## src/rtl/definitions.sv

```systemverilog
// Shared ALU definitions: instruction word, opcodes and issue-queue FSM states.
package definitions;

  typedef enum logic [1:0] {
    ADD  = 2'd0,
    SUB  = 2'd1,
    MUL  = 2'd2,
    PASS = 2'd3
  } opcode_t;

  typedef struct packed {
    opcode_t    op;
    logic [7:0] a;
    logic [7:0] b;
  } instruction_t;

  typedef enum logic [1:0] {
    IDLE  = 2'd0,
    ISSUE = 2'd1,
    STALL = 2'd2,
    FLUSH = 2'd3
  } issue_state_t;

endpackage

```

## src/rtl/issue_fifo.sv

```systemverilog
// Show-ahead FIFO holding {instruction, tag} entries for the ALU issue queue.
// The head entry is always visible on rd_data; clear has priority over push/pop.
module issue_fifo #(
  parameter int unsigned DEPTH = 4,
  parameter int unsigned W     = 8
) (
  input  logic                       clock,
  input  logic                       reset_n,
  input  logic                       push,
  input  logic                       pop,
  input  logic                       clear,
  input  logic [W-1:0]               wr_data,
  output logic [W-1:0]               rd_data,
  output logic [$clog2(DEPTH+1)-1:0] count
);

  localparam int unsigned PTR_W = $clog2(DEPTH);
  localparam int unsigned CNT_W = $clog2(DEPTH+1);

  logic [W-1:0]     mem [DEPTH];
  logic [PTR_W-1:0] wr_ptr;
  logic [PTR_W-1:0] rd_ptr;

  assign rd_data = mem[rd_ptr];

  // Storage write; entries need no reset since count gates their use.
  always_ff @(posedge clock) begin
    if (push && !clear) begin
      mem[wr_ptr] <= wr_data;
    end
  end

  // Pointer and occupancy tracking; pointers wrap naturally.
  always_ff @(posedge clock or negedge reset_n) begin
    if (!reset_n) begin
      wr_ptr <= '0;
      rd_ptr <= '0;
      count  <= '0;
    end else if (clear) begin
      wr_ptr <= '0;
      rd_ptr <= '0;
      count  <= '0;
    end else begin
      if (push) wr_ptr <= PTR_W'(wr_ptr + 1'b1);
      if (pop)  rd_ptr <= PTR_W'(rd_ptr + 1'b1);
      count <= CNT_W'(count + CNT_W'(push) - CNT_W'(pop));
    end
  end

endmodule

```

## src/rtl/alu_issue_queue.sv

```systemverilog
// ALU issue queue: buffers decoded instructions, issues one per cycle to the
// ALU with a wrapping tag, and produces a result strobe aligned with the ALU's
// registered result. Owns ALU stall (hold), flush and multiplier pacing.
// Optional feature macro: ALU_ISSUE_MUL_BUBBLE_EN inserts one idle issue slot
// after every MUL.
module alu_issue_queue
  import definitions::*;
#(
  parameter int unsigned DEPTH = 4,
  parameter int unsigned TAG_W = 4
) (
  input  logic                       clock,
  input  logic                       reset_n,
  input  logic                       in_valid,
  output logic                       in_ready,
  input  instruction_t               in_iw,
  input  logic                       flush,
  input  logic                       hold,
  output instruction_t               iw_out,
  output logic                       issue,
  output logic [TAG_W-1:0]           issue_tag,
  output logic                       res_valid,
  output logic [TAG_W-1:0]           res_tag,
  output logic [$clog2(DEPTH+1)-1:0] count
);

  localparam int unsigned CNT_W = $clog2(DEPTH+1);
  localparam int unsigned IW_W  = $bits(instruction_t);
  localparam int unsigned ENT_W = IW_W + TAG_W;

  logic [TAG_W-1:0] tag_cnt;
  logic [ENT_W-1:0] head;
  instruction_t     head_iw;
  logic [TAG_W-1:0] head_tag;
  logic             push;
  logic             pop;
  logic             gate_open;
  logic [CNT_W-1:0] cnt_next;
  issue_state_t     state;
  issue_state_t     state_next;

  assign head_iw  = head[ENT_W-1:TAG_W];
  assign head_tag = head[TAG_W-1:0];

  // A full queue refuses pushes regardless of a same-cycle pop.
  assign in_ready = (count < CNT_W'(DEPTH)) && !flush;
  assign push     = in_valid && in_ready;

`ifdef ALU_ISSUE_MUL_BUBBLE_EN
  // Give the multiplier a spare cycle: close the gate for one edge after a MUL issue.
  assign gate_open = !(issue && (iw_out.op == MUL));
`else
  assign gate_open = 1'b1;
`endif

  assign pop      = (count != '0) && !hold && !flush && gate_open;
  assign cnt_next = CNT_W'(count + CNT_W'(push) - CNT_W'(pop));

  issue_fifo #(
    .DEPTH (DEPTH),
    .W     (ENT_W)
  ) u_fifo (
    .clock   (clock),
    .reset_n (reset_n),
    .push    (push),
    .pop     (pop),
    .clear   (flush),
    .wr_data ({in_iw, tag_cnt}),
    .rd_data (head),
    .count   (count)
  );

  // Tag counter advances per accepted push and survives flush.
  always_ff @(posedge clock or negedge reset_n) begin
    if (!reset_n) begin
      tag_cnt <= '0;
    end else if (push) begin
      tag_cnt <= TAG_W'(tag_cnt + 1'b1);
    end
  end

  // Issue registers plus one-cycle result strobe matching the ALU's result register.
  always_ff @(posedge clock or negedge reset_n) begin
    if (!reset_n) begin
      issue     <= 1'b0;
      iw_out    <= '0;
      issue_tag <= '0;
      res_valid <= 1'b0;
      res_tag   <= '0;
    end else begin
      issue <= pop;
      if (pop) begin
        iw_out    <= head_iw;
        issue_tag <= head_tag;
      end
      res_valid <= issue;
      res_tag   <= issue_tag;
    end
  end

  // FSM state register.
  always_ff @(posedge clock or negedge reset_n) begin
    if (!reset_n) begin
      state <= IDLE;
    end else begin
      state <= state_next;
    end
  end

  // FSM next-state: flush overrides everything, otherwise track occupancy and hold.
  always_comb begin
    state_next = state;
    unique case (state)
      IDLE:    if (push) state_next = ISSUE;
      ISSUE: begin
        if (cnt_next == '0) state_next = IDLE;
        else if (hold)      state_next = STALL;
      end
      STALL: begin
        if (cnt_next == '0) state_next = IDLE;
        else if (!hold)     state_next = ISSUE;
      end
      FLUSH:   state_next = IDLE;
      default: state_next = IDLE;
    endcase
    if (flush) state_next = FLUSH;
  end

endmodule
```

## config.mk

```make
export PLATFORM = sky130hd
export DESIGN_NAME = alu_issue_queue
export DESIGN_NICKNAME = d
export VERILOG_FILES = /design/src/rtl/definitions.sv /design/src/rtl/issue_fifo.sv /design/src/rtl/alu_issue_queue.sv
export SDC_FILE = /design/constraint.sdc
export NUM_CORES = 1
export LEC_CHECK = 0
export CAP_MARGIN = 20
export CORE_ASPECT_RATIO = 1.5
export CORE_UTILIZATION = 35
export CTS_CLUSTER_SIZE = 40
export DETAILED_ROUTE_END_ITERATION = 7
export GPL_ROUTABILITY_DRIVEN = 0
export PLACE_DENSITY = 0.6
export SLEW_MARGIN = 25
export SYNTH_ARGS = -nofsm -noshare
export SYNTH_HDL_FRONTEND = slang
export SYNTH_SLANG_ARGS = --single-unit
```

## constraint.sdc

```tcl
create_clock -name clock -period 2.49 [get_ports clock]
set_clock_uncertainty 0.15 [all_clocks]
set_input_delay 0.498 -clock clock [delete_from_list [all_inputs] [get_ports clock]]
set_output_delay 0.498 -clock clock [all_outputs]
set_load 0.05 [all_outputs]
```

==> results of run 1 <==
power groups by stage:
stage	clock network, mW	registers, mW	logic, mW
2_1_floorplan	0	3.76	0.903
3_3_place_gp	0	3.03	2.33
3_5_place_dp	0	3.05	2.36
4_1_cts	2.93	3.01	2.37
5_1_grt	3.01	3.06	2.45
6_report	2.87	2.99	2.33
layout by cell type, fill, tap and decap left out, types with 5 or more instances in the layout:
master,instances
sky130_fd_sc_hd__mux4_2,22
sky130_fd_sc_hd__bufinv_16,7
sky130_fd_sc_hd__dfrtp_1,35
sky130_fd_sc_hd__clkbuf_16,17
sky130_fd_sc_hd__ha_1,5
sky130_fd_sc_hd__mux2_4,19
sky130_fd_sc_hd__clkdlybuf4s50_1,52
sky130_fd_sc_hd__buf_4,8
sky130_fd_sc_hd__edfxtp_1,88
sky130_fd_sc_hd__buf_12,5
per-stage QoR:
stage	setup slack, ps	hold slack (ps)	utilization	std cells	area [um2]
2_1_floorplan	13.8	52.4	-	226	4910
3_3_place_gp	-227	214	0.421	444	5700
3_5_place_dp	-249	216	0.421	444	5700
4_1_cts	143	229	0.473	477	6400
5_1_grt	116	234	0.473	477	6400
6_report	168	227	0.473	477	6400
kinds of logic after synthesis:
family / count (synthesis) / share of synthesized area
DFF: 127 / 0.743
and+or+nand+nor: 18 / 0.0221
adders and majority gates: 8 / 0.0221
AOI/OAI and AO/OA: 5 / 0.00617
buffers and inverters: 17 / 0.0257
xor gates and xnor gates: 6 / 0.0108
muxes: 45 / 0.170
final cells by class:
cell class | instances | area, um2 | area share
well taps | 162 | 203 | 0.0317
inverters | 7 | 28.8 | 0.00450
multi-input cells | 82 | 1160 | 0.181
clock buffers | 18 | 429 | 0.0671
clock inverters | 14 | 262 | 0.0409
repair buffers | 67 | 696 | 0.109
flip-flops and latches | 127 | 3620 | 0.566
registers in the layout, indices dropped and copies added, names as in the netlist:
signal,count
u_fifo.mem,88
iw_out,18
issue_tag,4
res_tag,4
tag_cnt,4
u_fifo.count,3
u_fifo.rd_ptr,2
u_fifo.wr_ptr,2
issue,1
res_valid,1
final timing paths:
check	slack [ps]	startpoint	depth (start not counted)	endpoint
worst max-delay path	170	issue_tag[2]$_DFFE_PN0P_	1	issue_tag[2]
worst min-delay path	230	issue$_DFF_PN0_	0	res_valid$_DFF_PN0_
worst max register to register	260	u_fifo.count[1]$_DFF_PN0_	9	u_fifo.count[1]$_DFF_PN0_
worst min register to register	230	issue$_DFF_PN0_	0	res_valid$_DFF_PN0_
max in group asynchronous	1050	reset_n	3	u_fifo.count[1]$_DFF_PN0_
min in group asynchronous	400	reset_n	2	iw_out[15]$_DFFE_PN0P_
layer usage:
layer / global-route usage / up-vias / part of all wire
li1: - / 1030 / -
met1: 0.143 / 1190 / 0.40
met2: 0.240 / 40 / 0.56
met3: 0.0393 / 7 / 0.024
met4: 0.0612 / 0 / 0.014
met5: 0 / - / 0
repair_timing:
item	4_1_cts	5_1_grt
buffers inserted	0	0
hold buffers	1	0
hold endpoints to repair	14	0
==> out/qor.yml, run 1 <==
outcome: "complete, no violations"
share_of_the_cycle_needed_by_the_critical_path_after_routing: 0.932
required_ps: 1840
place.port_buffers: 54
timing.critical_path.max_delay_family: "buffers and inverters"
yosysUniqueCellTypes: 29
path_cells: "clkdlybuf4s50_1"
power.sequential.fraction: 0.365
ys_async_sr_fraction: 0.307
internal-power_mw: 5.70
yosysWarningCount: 0
synth_area_per_cell_um2: 21.5
synth_commonest_cells: "88 x sky130_fd_sc_hd__edfxtp_1, 39 x sky130_fd_sc_hd__dfrtp_1, 22 x sky130_fd_sc_hd__mux4_2"
cap_violations: 0
synth_top_cell_by_area: "sky130_fd_sc_hd__edfxtp_1"
cts.clk_slew.worst_paths_ps: 60
route.detailed.drc: 0
postRouteAntennaNets: 0
die_x_um: 98.3
drv_slew: 0
switching_share: 0.305
timing.critical_path.fanout_max: 3
dr.pass1.iters: 6
p_sw_mw: 2.50
post_synth_inst_count: 226
critical_path_buf_inv_count: 1
design.die.area_um2: 14400
worstSkewPairLatency_ps: 400
fraction_of_layout_instances_using_a_drive_strength_above_1: 0.330
synth.cell_area_um2: 4870
grt-ovfl-total: 0
antennaDiodeCount: 0
global_route_wire_length_before_repair_um: 14000
routed_wl_um: 8680
root_buffer: "sky130_fd_sc_hd__clkbuf_16"
hold_removal_path_class: "reg2reg"
placed_wire_length_estimate_after_detailed_placement_um: 5360
crit_slowest_cell: "sky130_fd_sc_hd__clkdlybuf4s50_1"
fin_setup_tns_ps: 0
vias_in_the_first_global_route: 2544
num-fill-cells: 1142
relSlewSlack: 0.433
hold_violations: 0
design.final.nets: 333
power.leakage_nw: 2.35
cp-end-kind: "primary output"
cts_num_sinks: 127
crit_arrival_ps: 1670
rows: 52
sequential_to_total_area_share_from_yosys_stat: 0.743
post_cts.resized_instances: 0
mappedNetlistNets: 257
worst-slew-pin-transition_ps: 850
drt_first_iter_violations: 89
clock_path_buffers: 2
path_class: "reg2out"
power_density_nw_per_um2: 1280
min_period_ps: 2320
timing.fmax_mhz: 431
report.final.setup_viol: 0
yosysTopAreaCellShare: 0.543
combinationalPowerShare: 0.284
cts_tree: "built"
design_power_total_mw: 8.20
routedWlPerCell_um: 18.2
num_cts_buffers: 17
boundaryPins: 55
cp_slowest_stage_delay_ps: 840
yosys-top-cells-area: "sky130_fd_sc_hd__edfxtp_1 54%, sky130_fd_sc_hd__dfrtp_1 20%, sky130_fd_sc_hd__mux4_2 10%, sky130_fd_sc_hd__mux2_4 5.9%, sky130_fd_sc_hd__ha_1 1.8%"
post_drt_via_cell_ratio: 4.75
synth-seq-cells: 127
initial_core_util: 0.360
synthFlopType: "sky130_fd_sc_hd__edfxtp_1"
timing.critical_path.from_type: "register"
post-synth-top-count-cell: "sky130_fd_sc_hd__edfxtp_1"
grt_max_degree: 26
clock_tree.htree_level_count: 4
clock_power_share: 0.351
floorplan_die_height_um: 146
grt_antenna_before_repair: 0
dr_total_vias: 2267
core_region_area_um2: 13500
grt_setup_unrepaired: "false"
power.ir.vdd_worst_mv: 0.545
groute.usage.overall: 0.134
count_of_flip_flops_with_a_built_in_enable_after_synthesis: 88
syn2layout_area_growth_pct: 31.5
Note: power is estimated with default switching activity, not from simulation.
==> run 2: changes to the inputs <==
--- a/config.mk
+++ b/config.mk
@@ -7,6 +7,7 @@
 export LEC_CHECK = 0
 export CAP_MARGIN = 20
 export CORE_ASPECT_RATIO = 1.5
+export CORE_MARGIN = 2
 export CORE_UTILIZATION = 35
 export CTS_CLUSTER_SIZE = 40
 export DETAILED_ROUTE_END_ITERATION = 7
==> run 2 against run 1 <==
Cell count shrank 0.21%. Non-clock buffer count shrank 1. Sequential cell count is the same. Fmax shrank 0.21%. Final area shrank 1.8%. Sequential power is essentially flat. Critical endpoint is now count[2].
==> out/qor.yml, run 2 (same netlist as run 1, synthesis figures left out) <==
clock_tree.htree_level_count: 4
largest_register_ff_count: 88
timing.fmax_mhz: 430
syn2layout_area_growth_pct: 29.2
power.ir.vdd_worst_mv: 0.410
grt-ovfl-total: 0
hold_removal_path_class: "reg2reg"
route.detailed.drc: 0
power.leakage_nw: 2.30
cp-end-kind: "primary output"
floorplan_die_height_um: 148
power_density_nw_per_um2: 1220
worst-slew-pin-transition_ps: 821
postRouteAntennaNets: 0
required_ps: 1840
preCtsSetupSlack_ps: -252
min_period_ps: 2330
hp-start: "issue$_DFF_PN0_"
post-route-worst-setup-slack_ps: 163
top_regs: "u_fifo.mem x88, iw_out x18"
relSlewSlack: 0.453
layout_commonest_cell: "sky130_fd_sc_hd__edfxtp_1"
outcome: "complete, no violations"
clock_power_share: 0.306
place.port_buffers: 54
grt_setup_unrepaired: "false"
die_x_um: 100
drv_slew: 0
design_power_total_mw: 7.68
switching_share: 0.319
cts_num_sinks: 127
critical_path_buf_inv_count: 1
num_cts_buffers: 17
post_cts.resized_instances: 0
boundaryPins: 55
core_region_area_um2: 13500
layout.cells.most_common_list: "88 x sky130_fd_sc_hd__edfxtp_1, 52 x sky130_fd_sc_hd__clkdlybuf4s50_1, 35 x sky130_fd_sc_hd__dfrtp_1, 22 x sky130_fd_sc_hd__mux4_2, 19 x sky130_fd_sc_hd__mux2_4"
post_drt_via_cell_ratio: 4.72
antennaDiodeCount: 0
crit_slowest_cell: "sky130_fd_sc_hd__clkdlybuf4s50_1"
clock_path_buffers: 2
path_cells: "clkdlybuf4s50_1"
timing.rr.start: "u_fifo.count[1]$_DFF_PN0_"
dr.pass1.iters: 4
dr_total_vias: 2247
cts.clk_slew.worst_paths_ps: 50
cap_violations: 0
worstSkewPairLatency_ps: 410
p_sw_mw: 2.45
num-fill-cells: 1174
combinationalPowerShare: 0.304
rows: 52
placed_wire_length_estimate_after_detailed_placement_um: 5130
cp_slowest_stage_delay_ps: 830
global_route_wire_length_before_repair_um: 13900
groute.usage.overall: 0.129
hold_violations: 0
share_of_the_cycle_needed_by_the_critical_path_after_routing: 0.934
internal-power_mw: 5.23
fraction_of_layout_instances_using_a_drive_strength_above_1: 0.322
report.final.setup_viol: 0
first_element_of_the_critical_path: "u_fifo.count[2]$_DFF_PN0_"
grt_max_degree: 26
root_buffer: "sky130_fd_sc_hd__clkbuf_16"
crit_arrival_ps: 1680
power.sequential.fraction: 0.390
timing.critical_path.from_type: "register"
drt_first_iter_violations: 98
cts_tree: "built"
vias_in_the_first_global_route: 2555
design.final.nets: 332
timing.critical_path.max_delay_family: "buffers and inverters"
largest_register: "u_fifo.mem"
grt_antenna_before_repair: 0
design.die.area_um2: 14900
routed_wl_um: 8380
routedWlPerCell_um: 17.6
path_class: "reg2out"
timing.critical_path.fanout_max: 6
initial_core_util: 0.360
run 2: cell count changes in the layout (fill, tap and decap cells not counted), sizes merged:
cell	change
clkbuf	+1
clkinv	+6
buf	-1
bufinv	-5
inv	-2
run 2: stage by stage:
step / hold slack, ps / cell area, um2 / setup TNS (ps) / cells / util
4_1_cts: 228 / 6290 / 0 / 476 / 0.465
6_report: 227 / 6290 / 0 / 476 / 0.465
3_3_place_gp: 216 / 5700 / -432 / 443 / 0.422
2_1_floorplan: 52.4 / 4910 / 0 / 226 / -
5_1_grt: 238 / 6290 / 0 / 476 / 0.465
3_5_place_dp: 214 / 5700 / -489 / 443 / 0.422
run 2: power groups by stage:
stage	registers, mW	logic, mW	clock network, mW
after CTS	3.01	2.37	2.39
after global placement	3.03	2.33	0
after floorplan	3.76	0.903	0
after global routing	3.06	2.47	2.49
after detailed placement	3.05	2.37	0
final	2.99	2.34	2.35
run 2: layer usage:
metal | wire [um] | part of all wire | GRT usage
met1 | 3320 | 0.40 | 0.145
met2 | 4600 | 0.55 | 0.218
met4 | 187 | 0.022 | 0.0616
met5 | 0 | 0 | 0
met3 | 267 | 0.032 | 0.0437
run 2: path summary, 6_finish.rpt:
path	endpoint	slack (ps)	depth (start not counted)
min reg2reg	res_valid$_DFF_PN0_	230	0
max reg2reg	u_fifo.count[1]$_DFF_PN0_	250	9
min	res_valid$_DFF_PN0_	230	0
max	count[2]	160	1
max in group asynchronous	u_fifo.rd_ptr[0]$_DFFE_PN0P_	1040	3
min in group asynchronous	iw_out[4]$_DFFE_PN0P_	430	2
run 2: area by class of cell:
| class | count | area, um2 | area share |
|---|---|---|---|
| Sequential cell | 127 | 3620 | 0.576 |
| Timing Repair Buffer | 66 | 701 | 0.111 |
| Inverter | 7 | 28.8 | 0.00458 |
| Multi-Input combinational cell | 82 | 1160 | 0.184 |
| Tap cell | 162 | 203 | 0.0322 |
| Clock buffer | 19 | 453 | 0.0720 |
| Clock inverter | 13 | 120 | 0.0191 |
run 2: what timing repair did:
item,4_1_cts,5_1_grt
hold endpoints to repair,16,0
buffers inserted,0,0
hold buffers,1,0
